$ cat src/rtl/dma_reg_pkg.sv
// Shared definitions for the DMA priority block: FSM encoding, command-register
// bit positions, priority-mode constants and a one-hot encoder helper.
package dma_reg_pkg;

  localparam int NUM_CH = 4;

  // State indices shared with the timing control; states are one-hot on these bits.
  localparam int ST_IDLE_IDX    = 0;
  localparam int ST_ARB_IDX     = 1;
  localparam int ST_HOLD_IDX    = 2;
  localparam int ST_SERVICE_IDX = 3;

  typedef enum logic [3:0] {
    ST_IDLE    = 4'(1 << ST_IDLE_IDX),
    ST_ARB     = 4'(1 << ST_ARB_IDX),
    ST_HOLD    = 4'(1 << ST_HOLD_IDX),
    ST_SERVICE = 4'(1 << ST_SERVICE_IDX)
  } dma_state_e;

  localparam int CMD_DISABLE_BIT    = 2;
  localparam int CMD_ROTATE_BIT     = 4;
  localparam int CMD_DREQ_SENSE_BIT = 6;
  localparam int CMD_DACK_SENSE_BIT = 7;

  localparam logic PRIO_FIXED  = 1'b0;
  localparam logic PRIO_ROTATE = 1'b1;

  function automatic logic [1:0] onehot_to_ch(input logic [NUM_CH-1:0] oh);
    logic [1:0] ch;
    ch = '0;
    for (int i = 0; i < NUM_CH; i++) begin
      if (oh[i]) ch = 2'(i);
    end
    return ch;
  endfunction

endpackage

$ cat src/rtl/dma_prio_resolve.sv
// Combinational priority resolver: scans requests starting at the base channel
// (ptr when rotating, 0 when fixed) and returns the first one as a one-hot winner.
module dma_prio_resolve
  import dma_reg_pkg::*;
(
  input  logic [NUM_CH-1:0] eff_i,
  input  logic [1:0]        ptr_i,
  input  logic              rotate_i,
  output logic [NUM_CH-1:0] winner_o
);

  logic [1:0] base;
  logic [1:0] idx;
  logic       found;

  always_comb begin
    winner_o = '0;
    found    = 1'b0;
    idx      = '0;
    base     = (rotate_i == PRIO_FIXED) ? 2'd0 : ptr_i;
    for (int k = 0; k < NUM_CH; k++) begin
      idx = base + 2'(k);
      if (!found && eff_i[idx]) begin
        winner_o[idx] = 1'b1;
        found         = 1'b1;
      end
    end
  end

endmodule

$ cat src/rtl/dma_priority.sv
// DMA request prioritiser: samples channel requests, arbitrates one winner,
// runs the hold-request handshake with the CPU and drives DACK during service.
module dma_priority
  import dma_reg_pkg::*;
(
  input  logic              CLK,
  input  logic              RESET,
  input  logic [NUM_CH-1:0] DREQ,
  input  logic [NUM_CH-1:0] maskReg,
  input  logic [NUM_CH-1:0] requestReg,
  input  logic [7:0]        cmdReg,
  input  logic              HLDA,
  input  logic              timeout,
  output logic [NUM_CH-1:0] VALID_DREQ,
  output logic              hrq,
  output logic [NUM_CH-1:0] DACK,
  output logic [1:0]        activeCh,
  output logic              busy
);

  dma_state_e        state_q, state_d;
  logic [NUM_CH-1:0] eff_q, eff_d;
  logic [NUM_CH-1:0] grant_q, grant_d;
  logic [1:0]        ptr_q, ptr_d;
  logic [NUM_CH-1:0] winner;
  logic              rotate;
  logic              in_service;
  logic              unused_cmd;

  assign rotate     = (cmdReg[CMD_ROTATE_BIT] == PRIO_ROTATE);
  assign in_service = (state_q == ST_SERVICE);
  assign unused_cmd = ^{cmdReg[1:0], cmdReg[3], cmdReg[5]};

  // Software request bypasses both pin polarity and the mask.
  genvar gi;
  generate
    for (gi = 0; gi < NUM_CH; gi++) begin : g_ch
      assign eff_d[gi] = ((DREQ[gi] ^ cmdReg[CMD_DREQ_SENSE_BIT]) & ~maskReg[gi])
                         | requestReg[gi];
      assign DACK[gi]  = (in_service & grant_q[gi]) ^ ~cmdReg[CMD_DACK_SENSE_BIT];
    end
  endgenerate

  dma_prio_resolve u_resolve (
    .eff_i    (eff_q),
    .ptr_i    (ptr_q),
    .rotate_i (rotate),
    .winner_o (winner)
  );

  always_ff @(posedge CLK or posedge RESET) begin
    if (RESET) begin
      state_q <= ST_IDLE;
      eff_q   <= '0;
      grant_q <= '0;
      ptr_q   <= '0;
    end else begin
      state_q <= state_d;
      eff_q   <= eff_d;
      grant_q <= grant_d;
      ptr_q   <= ptr_d;
    end
  end

  always_comb begin
    state_d = state_q;
    grant_d = grant_q;
    ptr_d   = ptr_q;
    case (state_q)
      ST_IDLE: begin
        if ((|eff_q) && !cmdReg[CMD_DISABLE_BIT]) state_d = ST_ARB;
      end
      ST_ARB: begin
        if (eff_q == '0) begin
          state_d = ST_IDLE;
        end else begin
          grant_d = winner;
          state_d = ST_HOLD;
        end
      end
      ST_HOLD: begin
        if (HLDA) state_d = ST_SERVICE;
      end
      ST_SERVICE: begin
        // Losing the bus wins over a coincident timeout: an aborted transfer
        // must not rotate priority away from the interrupted channel.
        if (!HLDA) begin
          state_d = ST_IDLE;
          grant_d = '0;
        end else if (timeout) begin
          state_d = ST_IDLE;
          grant_d = '0;
          if (rotate) ptr_d = onehot_to_ch(grant_q) + 2'd1;
        end
      end
      default: begin
        state_d = ST_IDLE;
        grant_d = '0;
      end
    endcase
  end

  assign hrq        = (state_q == ST_HOLD) || in_service;
  assign busy       = (state_q != ST_IDLE);
  assign VALID_DREQ = in_service ? grant_q : '0;
  assign activeCh   = onehot_to_ch(grant_q);

endmodule

$ cat config.mk
export PLATFORM = sky130hd
export DESIGN_NAME = dma_priority
export DESIGN_NICKNAME = d
export VERILOG_FILES = /design/src/rtl/dma_reg_pkg.sv /design/src/rtl/dma_prio_resolve.sv /design/src/rtl/dma_priority.sv
export SDC_FILE = /design/constraint.sdc
export NUM_CORES = 1
export LEC_CHECK = 0
export ABC_CLOCK_PERIOD_IN_PS = 2350
export CAP_MARGIN = 10
export CORE_UTILIZATION = 47
export CTS_CLUSTER_DIAMETER = 30
export CTS_CLUSTER_SIZE = 20
export DETAILED_ROUTE_END_ITERATION = 8
export PLACE_DENSITY = 0.8
export SYNTH_ARGS = -nofsm -noshare
export SYNTH_HDL_FRONTEND = slang
export SYNTH_SLANG_ARGS = --single-unit
$ cat constraint.sdc
create_clock -name CLK -period 2.35 [get_ports CLK]
set_input_delay 0.235 -clock CLK [delete_from_list [all_inputs] [get_ports CLK]]
set_output_delay 0.235 -clock CLK [all_outputs]
set_load 0.005 [all_outputs]
After elaboration in Yosys (flattened, before gate mapping)
Cells that the tools add are included.
- $add $sub $neg: 4
- multiply operators: 0
- divide/modulo/power cells: 0
- $lt $le $gt $ge: 8
- equal/unequal tests: 9
- shifts and indexed selects: 0
- mux-type cells: 42
- bitwise logic cells: 29
- reduce and logical (&&, ||, !) cells: 19
- operators with widths (kind ; number):
    4-bit 2-to-1 mux ; 12
    4-bit case mux with 4 select lines ; 1
    2-bit 2-to-1 mux ; 7
    2-bit by 3-bit less-than comparator with 1-bit output (second input constant) ; 4
    1-bit 2-to-1 mux ; 12
    4-bit bitwise OR ; 3
    4-bit case mux with 3 select lines ; 1
    1-bit AND ; 8
    1-bit binary-select mux with 2-bit select ; 4
    1-bit demux with 2-bit select ; 4
    2-bit by 1-bit greater-or-equal comparator with 1-bit output (second input constant) ; 4
    1-bit logical AND ; 8
    1-bit bitwise XOR ; 8
    2-bit != test (second input constant) ; 3
    1-bit NOT ; 6
    3-bit AND reduction ; 2
    2-bit by 1-bit adder with 2-bit output (second input constant) ; 2
    2-bit adder (second input constant) ; 2
    4-bit by 1-bit equality test with 1-bit output (second input constant) ; 1
    4-bit by 2-bit equality test with 1-bit output (second input constant) ; 1
    4-bit by 3-bit equality test with 1-bit output (second input constant) ; 1
    4-bit equality test (second input constant) ; 1
    1-bit logical NOT ; 4
    4-bit logical NOT ; 1
    8 further kinds ; 11
- register bits: 14
- latch bits: 0
- RAM bits: 0
- bits in read-only memories: 0
- bits of input ports: 24
- memories kept: 0

Logic depth before layout (Yosys ltp)
Gate-level depths: netlist (run 1).
- word-level depth: 15
- gate-level depth with buffers: 7

Cells and area by module
Synthesis (run 1) repeated with hierarchy kept, for this count alone.
- cell total of the unflattened synthesis: 142
- area total of the unflattened synthesis: 1266.2 um2
- modules (own cells, without submodules) (module ; instances ; cells each ; area an instance (um2) ; seq. area each (um2)):
    dma_priority ; 1 ; 91 ; 887.1 ; 351.6
    dma_prio_resolve ; 1 ; 51 ; 379.1 ; 0.0

Worst setup path after synthesis (run 1)
No wires, ideal clock.
- path type: flip-flop to flip-flop
- from: register ptr_q[0]
- to: register grant_q[0]
- setup time: 136 ps
- arrival time: 1727 ps
- path slack: 487 ps
- cell stages (with the launch flop): 8
- path buffers: 1
- cell sequence: dfrtp_1 -> and2_4 -> buf_12 -> ha_1 -> mux4_2 -> a31oi_1 -> a2bb2oi_1 -> o211ai_1
- word-level cells in the longest chain between the ends: 15
- elaborated cells on any way between the ends: 50
- those cells by class: 3 x add/sub; 8 x order compare; 26 x mux; 3 x bitwise; 10 x reduce/logical
- RTL lines (what ; line ; source):
    start: declaration ; dma_priority.sv:24 ; logic [1:0] ptr_q, ptr_d;
    start signal: assignment ; dma_priority.sv:61 ; ptr_q <= ptr_d;
    2-bit 2-to-1 mux (*) ; dma_prio_resolve.sv:20 ; base = (rotate_i == PRIO_FIXED) ? 2'd0 : ptr_i;
    branches (longest 11 deep; another with 2-bit by 3-bit less-than comparator with 1-bit output) ; -- ;
    4-bit 2-to-1 mux (*) ; dma_prio_resolve.sv:23 ; if (!found && eff_i[idx]) begin
    4-bit 2-to-1 mux (*) ; dma_priority.sv:74 ; if (eff_q == '0) begin
    4-bit case mux with 3 select lines (*) ; dma_priority.sv:69 ; case (state_q)
    end signal: assignment ; dma_priority.sv:60 ; grant_q <= grant_d;
    end: declaration ; dma_priority.sv:23 ; logic [NUM_CH-1:0] grant_q, grant_d;
Every way passes the cells marked *. The select of a mux whose other input is x is not followed.
A chain may end at the register's enable or synchronous reset.

Worst setup path in the final report (run 1)
- from: register state_q[1]
- to: output DACK[1]
- word-level cells in the longest chain between the ends: 3
- RTL lines (what ; line ; source):
    start: declaration ; dma_priority.sv:21 ; dma_state_e state_q, state_d;
    start signal: assignment ; dma_priority.sv:58 ; state_q <= state_d;
    4-bit equality test ; dma_priority.sv:31 ; assign in_service = (state_q == ST_SERVICE);
    1-bit AND ; dma_priority.sv:40 ; assign DACK[gi] = (in_service & grant_q[gi]) ^ ~cmdReg[CMD_DACK_SENSE_BIT];
    1-bit bitwise XOR ; dma_priority.sv:40 ;
    end: declaration ; dma_priority.sv:16 ; output logic [NUM_CH-1:0] DACK,
Every way passes these cells.

==> results of run 1 <==
==> cells in the final DEF, fill, tap and decap left out, types with 2 or more instances in the layout <==
| cell type | count |
|---|---|
| a21boi_0 | 4 |
| a21oi_1 | 2 |
| a2bb2oi_1 | 4 |
| a31oi_1 | 4 |
| and2_1 | 4 |
| buf_4 | 3 |
| clkbuf_4 | 3 |
| clkdlybuf4s50_1 | 31 |
| dfrtp_1 | 12 |
| ha_1 | 8 |
| inv_1 | 8 |
| mux4_2 | 2 |
| nand2_1 | 8 |
| nand2b_1 | 2 |
| nand3_1 | 2 |
| nor2_1 | 8 |
| nor2b_1 | 5 |
| nor3_1 | 2 |
| nor4b_4 | 2 |
| o211ai_1 | 4 |
| o21ai_0 | 4 |
| o21bai_1 | 5 |
| o22ai_1 | 3 |
| or2_2 | 2 |
| or3_1 | 2 |
| xnor2_1 | 9 |
==> area by class of cell <==
class / count / area share
inverter: 9 / 0.0249
timing repair buffer: 34 / 0.213
tap: 28 / 0.0225
sequential: 14 / 0.226
multi-input combinational: 100 / 0.496
clock buffer: 4 / 0.0168
==> cell usage after synthesis (3+ instances only) <==
cell type	number
ha_1	8
and2_1	4
clkbuf_1	4
o22ai_1	3
nor2b_1	5
nand2_1	8
o211ai_1	4
xnor2_1	9
a31oi_1	4
o21ai_0	4
dfrtp_1	13
a2bb2oi_1	4
inv_1	8
a21boi_0	4
nor2_1	8
o21bai_1	5
==> metrics by stage <==
stage	instances	worst slack, ns	hold WS (ns)	power (W)
2_1_floorplan	130	0.487	0.124	0.000680
3_3_place_gp	184	0.0453	0.483	0.000829
3_5_place_dp	184	-0.0120	0.491	0.000846
4_1_cts	188	0.0796	0.301	0.00101
5_1_grt	189	0.0144	0.328	0.00109
6_report	189	0.111	0.275	0.00101
==> registers in the layout (all words and copies together) (netlist names) <==
register	cells
eff_q	4
grant_q	4
ptr_q	2
state_q	4
==> metal layers <==
| metal | wire length, µm | track usage | part of all wire |
|---|---|---|---|
| met5 | 0 | 0 | 0 |
| met4 | 66 | 0.132 | 0.027 |
| met3 | 116 | 0.0377 | 0.048 |
| met2 | 1200 | 0.338 | 0.49 |
| met1 | 1050 | 0.248 | 0.43 |
==> critical path: stages (launching register included) <==
cell	delay [ns]
dfrtp_2	0.47
nor4b_4	0.38
and2_1	0.21
xnor2_1	0.13
clkdlybuf4s50_1	0.52
==> repair_timing <==
action,CTS,global route
pin swaps,0,1
endpoints found under the setup margin,1,2
resized for setup,1,1
setup buffers,0,1
==> logic make-up after synthesis <==
logic type	after synthesis
simple gates	43
compound gates	37
buf+inv	16
flops	14
xor+xnor	9
fa+ha+maj	8
mux	3
==> power by group <==
group / internal, W / switching [W] / total [W]
Sequential: 0.000313 / 0.0000992 / 0.000413
Combinational: 0.000255 / 0.000186 / 0.000441
Clock: 0.0000661 / 0.0000863 / 0.000152
Total: 0.000634 / 0.000372 / 0.00101
==> final timing paths <==
kind | start | to | slack, ns | depth (start not counted)
max in group asynchronous | RESET | state_q[1] | 1.69 | 2
setup / recovery | state_q[1] | DACK[1] | 0.11 | 4
min in group CLK | maskReg[2] | eff_q[2] | 0.49 | 2
hold reg to reg | grant_q[0] | grant_q[0] | 0.50 | 2
setup reg to reg | ptr_q[0] | grant_q[1] | 0.37 | 6
hold / removal | RESET | eff_q[2] | 0.27 | 2
==> results.toml, run 1 <==
[routing]
postRouteAntennaNets = 0
drtIter0Drc = 22
post_drt_wl_per_cell_um = 12.9
vias = 1076
drt_pass1_iterations = 4
final_routed_wirelength_mm = 2.43
avgViaCountPerCell = 5.69
route.detailed.drc = 0

[global_routing]
gr-usage-all-layers = 0.207
grt_overflow = 0
grt_max_degree = 15
antenna_found_initial = 0
wire_length_of_the_first_global_routing_pass_mm = 4.13
number_of_global_route_vias_before_repair = 981

[cells_and_area]
num-fill-cells = 198
final-seq-area_um2 = 353
fin_util = 0.673
post_route_cells_drive_above_1_share = 0.112
nNetsFinal = 194
antenna_diode_instance_count = 0
area_of_the_multi_input_gates_um2 = 774
final_cell_area_um2 = 1560
area_growth_pct = 29.8

[worst_setup_path]
startpoint_types = "flop"
setup.worst_path.class = "reg2out"
endpoint_kind = "output port"
required_ns = 2.12
critPathMaxFanout = 7
endpoint_arrival_time_on_the_critical_path_ns = 2.00

[cts]
cts_tree = "yes"
cts-root-to-sink-buffers = 2
cts.htree.levels = 1
cts_sinks = 14
clockRootBuffer = "clkbuf_4"
clkLatencyLatePin_ns = 0.29
clkTransAtPathRegs_ns = 0.09
inserted_clock_buffers = 3
cts-hold-fix-buffers = 0

[synthesis]
synth_compound_area_frac = 0.219
mappedNetlistArea_um2 = 1200
synth_cells = 130
post_synthesis_adder_cell_area_fraction = 0.0832
synthesis.nets = 162
post-synth-top-area-cell = "dfrtp_1"
synth.yosys.seq_area_share = 0.292
yosys-mux-area-fraction = 0.0458
postSynthAreaPerCell_um2 = 9.25
synth_edf_count = 0
yosys_warnings = 0
synthDominantCellAreaShare = 0.271
count_of_unique_library_cells_instantiated_by_yosys = 44
asr_flop_ratio_synth = 1.00
synth.area.top_cells = "dfrtp_1 (27%), ha_1 (8.3%), xnor2_1 (6.6%)"
synth_xor_area_frac = 0.0656
synth_top_family_by_area = "simple AND/OR/NAND/NOR gates"
synth-simple-area-share = 0.224
flip_flop_and_latch_count_after_synthesis = 14
yosys_most_used_dff = "dfrtp_1"

[timing]
timing.final.crit_period_ns = 2.24
fin_setup_tns_ns = 0
maxSlewHeadroom = 0.635
slew_violations = 0
setup_viol = 0
worstMarginPinSlew_ns = 0.546
period_share = 0.953
unrepaired_setup_endpoints_after_global_routing = "no"
max_freq_mhz = 447
finalHoldViolCount = 0
fin_worst_skew_ns = 0.00519

[hold_path]
worst_hold_path_type = "in2async"

[pwr]
cellPowerDensity_nw_per_um2 = 645
power.leakage_nw = 0.634
irDropWorstVdd_uv = 489

[flow_run]
maxCapViolations = 0

[outcome]
run_status = "complete, no violations"

[floorplanning]
die_span_x_um = 52.6
initial_core_util = 0.519
die_y_um = 52.6
floorplan.io_pins = 36
design.core.area_um2 = 2320
rows = 17
die_area_um2 = 2760

[place]
postPlaceCellArea_um2 = 1520
finalWeightedCongestion = 0.889
dp_hpwl_mm = 1.92
number_of_buffers_added_on_ports = 31
Note: power is estimated with default switching activity, not from simulation.
==> inputs of run 2 (changes only) <==
--- a/config.mk
+++ b/config.mk
@@ -7,11 +7,13 @@
 export LEC_CHECK = 0
 export ABC_CLOCK_PERIOD_IN_PS = 2350
 export CAP_MARGIN = 10
-export CORE_UTILIZATION = 47
+export CELL_PAD_IN_SITES_DETAIL_PLACEMENT = 1
+export CELL_PAD_IN_SITES_GLOBAL_PLACEMENT = 2
+export CORE_UTILIZATION = 27
 export CTS_CLUSTER_DIAMETER = 30
 export CTS_CLUSTER_SIZE = 20
 export DETAILED_ROUTE_END_ITERATION = 8
-export PLACE_DENSITY = 0.8
+export PLACE_DENSITY_LB_ADDON = 0.1
 export SYNTH_ARGS = -nofsm -noshare
 export SYNTH_HDL_FRONTEND = slang
 export SYNTH_SLANG_ARGS = --single-unit
==> constraint.sdc (replaced) <==
create_clock -name CLK -period 2.35 [get_ports CLK]
set_input_delay 0.235 -clock CLK [delete_from_list [all_inputs] [get_ports CLK]]
set_output_delay 0.235 -clock CLK [all_outputs]
set_load 0.01 [all_outputs]
==> results.toml, run 2 (same netlist as run 1, synthesis figures left out) <==
[cells_and_area]
area_of_the_multi_input_gates_um2 = 774
antenna_diode_instance_count = 0
area_growth_pct = 35.7
final_common_cell = "clkdlybuf4s50_1"
num-fill-cells = 489
final_cell_mix = "clkdlybuf4s50_1 (31), dfrtp_1 (12), xnor2_1 (9)"
final-seq-area_um2 = 353
post_route_cells_drive_above_1_share = 0.129
largestRegisters = "eff_q (4), grant_q (4), state_q (4)"
nNetsFinal = 196
finalNonFillerCells = 213

[cts]
clkLatencyLatePin_ns = 0.25
cts_sinks = 14
cts-root-to-sink-buffers = 2
cts.htree.levels = 1
clockRootBuffer = "clkbuf_8"
clkTransAtPathRegs_ns = 0.06
inserted_clock_buffers = 3
cts_tree = "yes"

[global_routing]
wire_length_of_the_first_global_routing_pass_mm = 4.78
number_of_global_route_vias_before_repair = 1066
gr-usage-all-layers = 0.139
grt_overflow = 0
grt_max_degree = 15
antenna_found_initial = 0

[hold_path]
worst_hold_path_type = "in2async"

[floorplanning]
initial_core_util = 0.290
die_area_um2 = 4720
die_span_x_um = 68.7
design.core.area_um2 = 4140
rows = 23
die_y_um = 68.7
floorplan.io_pins = 36

[routing]
post_drt_wl_per_cell_um = 13.9
final_routed_wirelength_mm = 2.95
drt_pass1_iterations = 2
drtIter0Drc = 27
avgViaCountPerCell = 5.08
route.detailed.drc = 0
postRouteAntennaNets = 0
vias = 1082

[worst_setup_path]
required_ns = 2.12
startpoint_types = "flop"
path_delay_family = "simple AND/OR/NAND/NOR gates"
setup.worst_path.class = "reg2out"
critPathMaxFanout = 8
endpoint_kind = "output port"
cp.buffers_inverters = 1
critical_path_cell_by_cell = "nor4b_4 -> and2_1 -> xnor2_1 -> clkdlybuf4s50_1"
endpoint_arrival_time_on_the_critical_path_ns = 2.01
timing.critical_path.slowest_cell_delay_ns = 0.56
crit_path_top_delay_cell = "clkdlybuf4s50_1"

[timing]
timing.final.crit_period_ns = 2.25
fin_worst_skew_ns = 0.00157
fin_setup_tns_ns = 0
finalHoldViolCount = 0
maxSlewHeadroom = 0.630
slew_violations = 0
period_share = 0.956
setup_slack_ns = 0.105
worstMarginPinSlew_ns = 0.554
max_freq_mhz = 445
smallest_hold_slack_ns = 0.331
setup_viol = 0

[pwr]
cellPowerDensity_nw_per_um2 = 693
irDropWorstVdd_uv = 260
power.leakage_nw = 0.658

[place]
dp_hpwl_mm = 2.36
finalWeightedCongestion = 0.767
preCtsSetupSlack_ns = 0.00644
dpl.cell_count = 208
number_of_buffers_added_on_ports = 31

[flow_run]
maxCapViolations = 0

[outcome]
run_status = "complete, no violations"
[run 2: report_power, final]
| group | internal, W | total, W | switching (W) |
|---|---|---|---|
| Sequential | 0.000314 | 0.000419 | 0.000105 |
| Clock | 0.000149 | 0.000239 | 0.0000906 |
| Combinational | 0.000258 | 0.000473 | 0.000215 |
| Total | 0.000721 | 0.00113 | 0.000411 |
[run 2: stage by stage]
step            util  power (W)  area [µm²]
2_1_floorplan      -   0.000697        1200
3_3_place_gp   0.376   0.000868        1560
3_5_place_dp   0.376   0.000890        1560
4_1_cts        0.392    0.00115        1620
5_1_grt        0.394    0.00123        1630
6_report       0.394    0.00113        1630
[run 2: routing by layer]
metal,GRT usage,vias to the layer above,share of wire
met1,0.155,520,0.43
met3,0.0345,4,0.055
met2,0.255,30,0.50
li1,-,528,-
met5,0,-,0
met4,0.0459,0,0.010
[run 2: final timing paths]
path                                  from          to  slack [ns]  depth (start not counted)
worst max-delay path            state_q[2]     DACK[3]        0.10                          4
worst min-delay path                 RESET    eff_q[3]        0.33                          2
worst max register to register    ptr_q[0]  grant_q[0]        0.39                          6
worst min register to register  grant_q[0]  grant_q[0]        0.51                          2
max in group asynchronous            RESET  state_q[1]        1.62                          2
min in group CLK                grant_q[0]  grant_q[0]        0.51                          2
[run 2: layout make-up]
class	count	share of cell area
Multi-Input combinational cell	100	0.475
Sequential cell	14	0.216
Timing Repair Buffer	36	0.213
Tap cell	50	0.0383
Clock buffer	4	0.0337
Inverter	9	0.0238
[run 2: what timing repair did]
action,CTS,global route
gates cloned,0,0
gates resized for setup,1,1
setup buffers,0,1
setup endpoints to repair,4,4
pin swaps,0,1
hold buffers,0,0
